$ cat config.mk
export PLATFORM = sky130hd
export DESIGN_NAME = serial_add_seq
export DESIGN_NICKNAME = d
export VERILOG_FILES = /design/src/rtl/serial_add_seq.sv
export SDC_FILE = /design/constraint.sdc
export NUM_CORES = 1
export LEC_CHECK = 0
export BUFFER_PORTS_ARGS = -buffer_cell sky130_fd_sc_hd__buf_4
export CORE_MARGIN = 5
export CORE_UTILIZATION = 55
export CTS_BUF_LIST = sky130_fd_sc_hd__clkbuf_16
export DETAILED_ROUTE_END_ITERATION = 10
export PLACE_DENSITY = 0.79
export SYNTH_ARGS = -nofsm -noshare
export SYNTH_HDL_FRONTEND = slang
export SYNTH_SLANG_ARGS = --single-unit
$ cat constraint.sdc
create_clock -name clk -period 3.1 [get_ports clk]
set_input_delay 0.31 -clock clk [delete_from_list [all_inputs] [get_ports clk]]
set_output_delay 0.31 -clock clk [all_outputs]
set_load 0.02 [all_outputs]
$ cat src/rtl/serial_add_seq.sv
// Bit-serial WIDTH-bit adder controller: one full-adder slice per cycle, carry held between slices.
// Optional SERIAL_ADD_OVF_EN adds a registered two's-complement overflow flag (ovf).
module serial_add_seq #(
    parameter int WIDTH = 8
) (
    input  logic             clk,
    input  logic             rst,
    input  logic             start,
    input  logic [WIDTH-1:0] op_a,
    input  logic [WIDTH-1:0] op_b,
    input  logic             cin,
    output logic             busy,
    output logic             done,
    output logic [WIDTH-1:0] sum,
    output logic             cout
`ifdef SERIAL_ADD_OVF_EN
    ,
    output logic             ovf
`endif
);
    localparam int CW = (WIDTH > 2) ? $clog2(WIDTH) : 1;

    typedef enum logic [1:0] {S_IDLE, S_RUN, S_DONE} state_t;

    state_t           r_state;
    state_t           w_next;
    logic [WIDTH-1:0] r_a;
    logic [WIDTH-1:0] r_b;
    logic [WIDTH-1:0] r_res;
    logic             r_carry;
    logic [CW-1:0]    r_cnt;

    logic w_s;
    logic w_c;
    logic w_last;
    logic w_accept;

    // Single full-adder cell operating on the current LSB slice
    assign w_s    = r_a[0] ^ r_b[0] ^ r_carry;
    assign w_c    = (r_a[0] & r_b[0]) | (r_a[0] & r_carry) | (r_b[0] & r_carry);
    assign w_last = (r_cnt == CW'(WIDTH - 1));

    always_ff @(posedge clk) begin
        if (rst) r_state <= S_IDLE;
        else     r_state <= w_next;
    end

    always_comb begin
        w_next   = r_state;
        w_accept = 1'b0;
        case (r_state)
            S_IDLE: begin
                if (start) begin
                    w_accept = 1'b1;
                    w_next   = S_RUN;
                end
            end
            S_RUN: begin
                if (w_last) w_next = S_DONE;
            end
            S_DONE: begin
                w_accept = start;
                w_next   = start ? S_RUN : S_IDLE;
            end
            default: w_next = S_IDLE;
        endcase
    end

    always_ff @(posedge clk) begin
        if (rst) begin
            busy    <= 1'b0;
            done    <= 1'b0;
            sum     <= '0;
            cout    <= 1'b0;
            r_a     <= '0;
            r_b     <= '0;
            r_res   <= '0;
            r_carry <= 1'b0;
            r_cnt   <= '0;
`ifdef SERIAL_ADD_OVF_EN
            ovf     <= 1'b0;
`endif
        end else begin
            // Flags follow the next state so they line up with the state register
            busy <= (w_next == S_RUN);
            done <= (w_next == S_DONE);
            if (w_accept) begin
                r_a     <= op_a;
                r_b     <= op_b;
                r_carry <= cin;
                r_cnt   <= '0;
            end else if (r_state == S_RUN) begin
                r_a     <= r_a >> 1;
                r_b     <= r_b >> 1;
                r_res   <= {w_s, r_res[WIDTH-1:1]};
                r_carry <= w_c;
                r_cnt   <= r_cnt + CW'(1);
                if (w_last) begin
                    sum  <= {w_s, r_res[WIDTH-1:1]};
                    cout <= w_c;
`ifdef SERIAL_ADD_OVF_EN
                    // r_carry here is the carry into the MSB slice
                    ovf  <= r_carry ^ w_c;
`endif
                end
            end
        end
    end
endmodule

# After elaboration in Yosys (flattened, before gate mapping)
# Cells that the tools add are included.
# op_classes
shift,0
multipliers,0
n_mux,12
n_div,0
reduce_logical,5
magnitude_cmp,0
addsub,1
eq_ne,5
bitwise,8
# ops
operator,n
$mux 8,4
$pmux 2 s3,1
$eq 2x1->1 const B,2
$eq 2x2->1 const B,2
$mux 1,4
$mux 2,2
$add 3x1->3 const B,1
$and 1x1->1,3
$eq 3x3->1 const B,1
$reduce_and 3->1,1
$logic_not 2->1,1
$or 1x1->1,2
$pmux 1 s2,1
$reduce_and 2->1,1
$reduce_bool 2->1,1
$reduce_or 2->1,1
$xor 1x1->1,2
$not 1->1,1
# word_totals
latch_bits,0
output_inout_bits,11
ram_bits,0
rom_bits,0
mem_count,0
reg_bits,41

# Depth between registers and ports, before layout
# depth
word_depth,5
ltp_mapped,6
ltp_nobuf,5

# Least setup slack after synthesis
# Ideal clock, no wire load.
# synth_path
path_kind,register -> register
startpoint,register r_cnt[0]
endpoint,register sum[3]
stages_incl_launch_ff,7
path_buffers,1
slack_ns,1.832
required_time_ns,2.966
setup_ns,0.134
arrival_time_ns,1.135
path_cell_list,dfxtp_1 > ha_1 > ha_1 > and3b_2 > buf_2 > nand2_1 > a21oi_1
# synth_via
elab_chain_len,2
# synth_lines
item,line_no,text
"start, declared",31,logic [CW-1:0] r_cnt;
"start signal, assigned",97,r_cnt <= r_cnt + CW'(1);
$eq 3x3->1,41,assign w_last = (r_cnt == CW'(WIDTH - 1));
$reduce_and 3->1 (no line),-,
"end signal, assigned",99,"sum <= {w_s, r_res[WIDTH-1:1]};"
"end, declared",14,"output logic [WIDTH-1:0] sum,"
# Every way passes these cells.
# A chain may end at the register's enable or synchronous reset.

# Worst setup path in the final report
# layout_path
startpoint,register r_state[0]
endpoint,register r_cnt[1]
# layout_via
elab_chain_len,3
word_cells_on_any_way,5
cone_classes,2 x eq/ne; 1 x mux; 2 x reduce/logical
# layout_lines
item,line_no,text
"start, declared",25,state_t r_state;
"start signal, assigned",45,else r_state <= w_next;
$eq 2x2->1 or $logic_not 2->1 (tied branches),51,case (r_state)
$pmux 1 s2,51,
$reduce_or 2->1 (no line),-,
# Parallel ways exist; a longest one is shown, timed or not.

==> impl_results.md <==
- Worst min-delay path category: input pin to flop
- Die Wd: 64.5 um
- Hold_buf cts: 0
- Mapped Area: 1640 um^2
- Dpl hpwl: 1950 um
- Worst skew pair latency: 0.27 ns
- Clock Tree Buf Depth: 2
- Avg WL per Cell: 13.1 um
- Die area: 4160 um^2
- # IOs: 31
- Fmax: 569 MHz
- TritonCTS buffer count: 5
- Via count: 1,285
- Overflow after GRT: 0
- Core Box Area: 2810 um^2
- Final Cycle Share: 56.7%
- Vias in the first global route: 1,170
- LEAKAGE: 0.726 nW
- Number of antenna diodes: 0
- Total Nets Final: 219
- Slew at the pin closest to its max-slew limit: 1.10 ns
- DRC: 0
- RSZ-0062 raised after global routing: no
- CTS resizes: 0
- # fillers: 234
- Non-filler cells, final: 228
- Final wirelength: 2990 um
- Die Ht: 64.5 um
- Post-CTS setup buffers: 0
- Syn Nets: 198
- Initial antenna violation count: 0
- Arrival @ worst endpoint: 1.88 ns
- Row cnt: 19
- Flops & latches, synth: 40
- Routed Antenna Nets: 0
- Final Skew: 0.00297 ns
- Register area share after synthesis: 49.0%
- Vias per cell: 5.64
- Area growth syn-to-layout: 17.0%
- Yosys cell types: 23
- H-Tree Depth: 2
- Top cells by area, synth: dfxtp_1 49%, a21oi_1 10%, a22oi_2 9.2%
- Syn_area_per_cell: 9.34 um^2
- Setup-failing EPs final: 0
- Root buffer cell: clkbuf_16
- Fraction of layout cells with a size suffix above 1: 24.9%
- Worst vdd ir: 482 uV
- Initial cell density of the core: 58.3%
- PortBufs: 30
- Pin count of the biggest net entering global routing: 41
- Setup CP Type: flop to flop
- Hold Violations, Final: 0
- Critical path fanouts, max: 25
- All-Layer GR Usage: 15.8%
- Max cap viols: 0
- Multi-input logic area: 712 um^2
- CTS tree: built
- Synth warn: 0
- Area leader, netlist: dfxtp_1
- Required time worst endpoint: 3.22 ns
- Dpl cells: 220
- First-pass GRT wire length: 5220 um
- Setup_tns: 0 ns
- Clk slew on worst S/H paths: 0.05 ns
- Crit path launch type: flop
- Final worst path period need: 1.76 ns
- Initial DRC Count: 111
- Reg area: 801 um^2
- Critical path endpoint category: flop
- GPL Wtd Cong: 0.692
- Outcome: complete, no violations
- Sink Count: 40
- Rel. slew slack: 26.6%
- Synth Instances: 175
- Pwr per Cell Area: 583 nW/um^2
- Synth top area share: 49.0%
- Max Slew Vio Count: 0
- Drt pass-1 iters: 4
==> stage by stage <==
step / util (%) / power, W / hold slack, ns / instance area (um^2) / setup WS [ns]
final: 68.2 / 0.00112 / 0.290 / 1910 / 1.34
after floorplan: - / 0.000644 / 0.432 / 1640 / 1.83
after detailed placement: 63.3 / 0.000663 / 0.448 / 1780 / 1.37
after global routing: 68.2 / 0.00117 / 0.295 / 1910 / 1.21
after global placement: 63.3 / 0.000658 / 0.442 / 1780 / 1.43
after CTS: 68.2 / 0.00113 / 0.290 / 1910 / 1.36
==> path summary, 6_finish.rpt <==
kind | slack (ns) | start | cells past startpoint | endpoint
max reg2reg | 1.34 | r_state[0] | 3 | r_cnt[1]
min reg2reg | 0.45 | sum[4] | 2 | sum[4]
max | 1.34 | r_state[0] | 3 | r_cnt[1]
min | 0.29 | op_a[7] | 3 | r_a[7]
==> layer usage <==
metal | routed length [um] | vias to the layer above | global-route usage, %
met2 | 1400 | 42 | 25.0
met4 | 44 | 0 | 7.12
li1 | - | 644 | -
met3 | 169 | 6 | 4.15
met5 | 0 | - | 0
met1 | 1380 | 593 | 20.2
==> cell usage after synthesis <==
cell and instances:
dfxtp_1 40, nand2_1 34, a21oi_1 33, nand3_1 17
a22oi_2 12, buf_2 6, clkbuf_1 4, nor2_1 4
a22oi_1 3, and2b_1 2, buf_12 2, buf_4 2
buf_6 2, ha_1 2, mux2i_1 2, nand2b_1 2
nor3_1 2, and3b_2 1, fa_1 1, nand3b_1 1
nor3_2 1, o21a_1 1, xnor2_1 1
==> cells by family after synthesis <==
kind of cell	Yosys count	share of synthesized area (%)
adders and majority gates	3	2.75
buffers and inverters	16	7.50
muxes	2	1.22
and+or+nand+nor	64	17.9
xor gates and xnor gates	1	0.536
AOI/OAI and AO/OA	49	21.1
DFF	40	49.0
==> placed cells by master (no fill, tap or decap), types with 3 or more instances in the layout <==
cell / synthesis / final
a21oi_1: 33 / 33
a22oi_1: 3 / 3
a22oi_2: 12 / 12
buf_4: 2 / 30
clkbuf_16: 0 / 5
dfxtp_1: 40 / 40
nand2_1: 34 / 34
nand3_1: 17 / 17
nor2_1: 4 / 4
==> sequential cells by signal (all words and copies together) (netlist names) <==
| register | flops |
|---|---|
| r_a | 8 |
| r_b | 8 |
| sum | 8 |
| r_res | 7 |
| r_cnt | 3 |
| r_state | 2 |
| busy | 1 |
| cout | 1 |
| done | 1 |
| r_carry | 1 |
==> area by class of cell <==
cell class | instances | share of cell area, %
flip-flops and latches | 40 | 41.9
multi-input cells | 119 | 37.2
repair buffers | 30 | 11.8
clock buffers | 5 | 6.54
well taps | 31 | 2.03
clock inverters | 3 | 0.589
==> worst max-delay path, stage by stage (launching register included) <==
cell and delay (ns):
dfxtp_1 0.39, and2b_1 0.89, mux2i_1 0.27, nor3_1 0.06
==> where the power goes <==
| part | switching, W | leakage, nW | total (W) | internal (W) |
|---|---|---|---|---|
| Sequential | 0.0000133 | 0.326 | 0.000548 | 0.000535 |
| Clock | 0.000174 | 0.0738 | 0.000462 | 0.000289 |
| Combinational | 0.0000613 | 0.327 | 0.000105 | 0.0000439 |
Note: power is estimated with default switching activity, not from simulation.
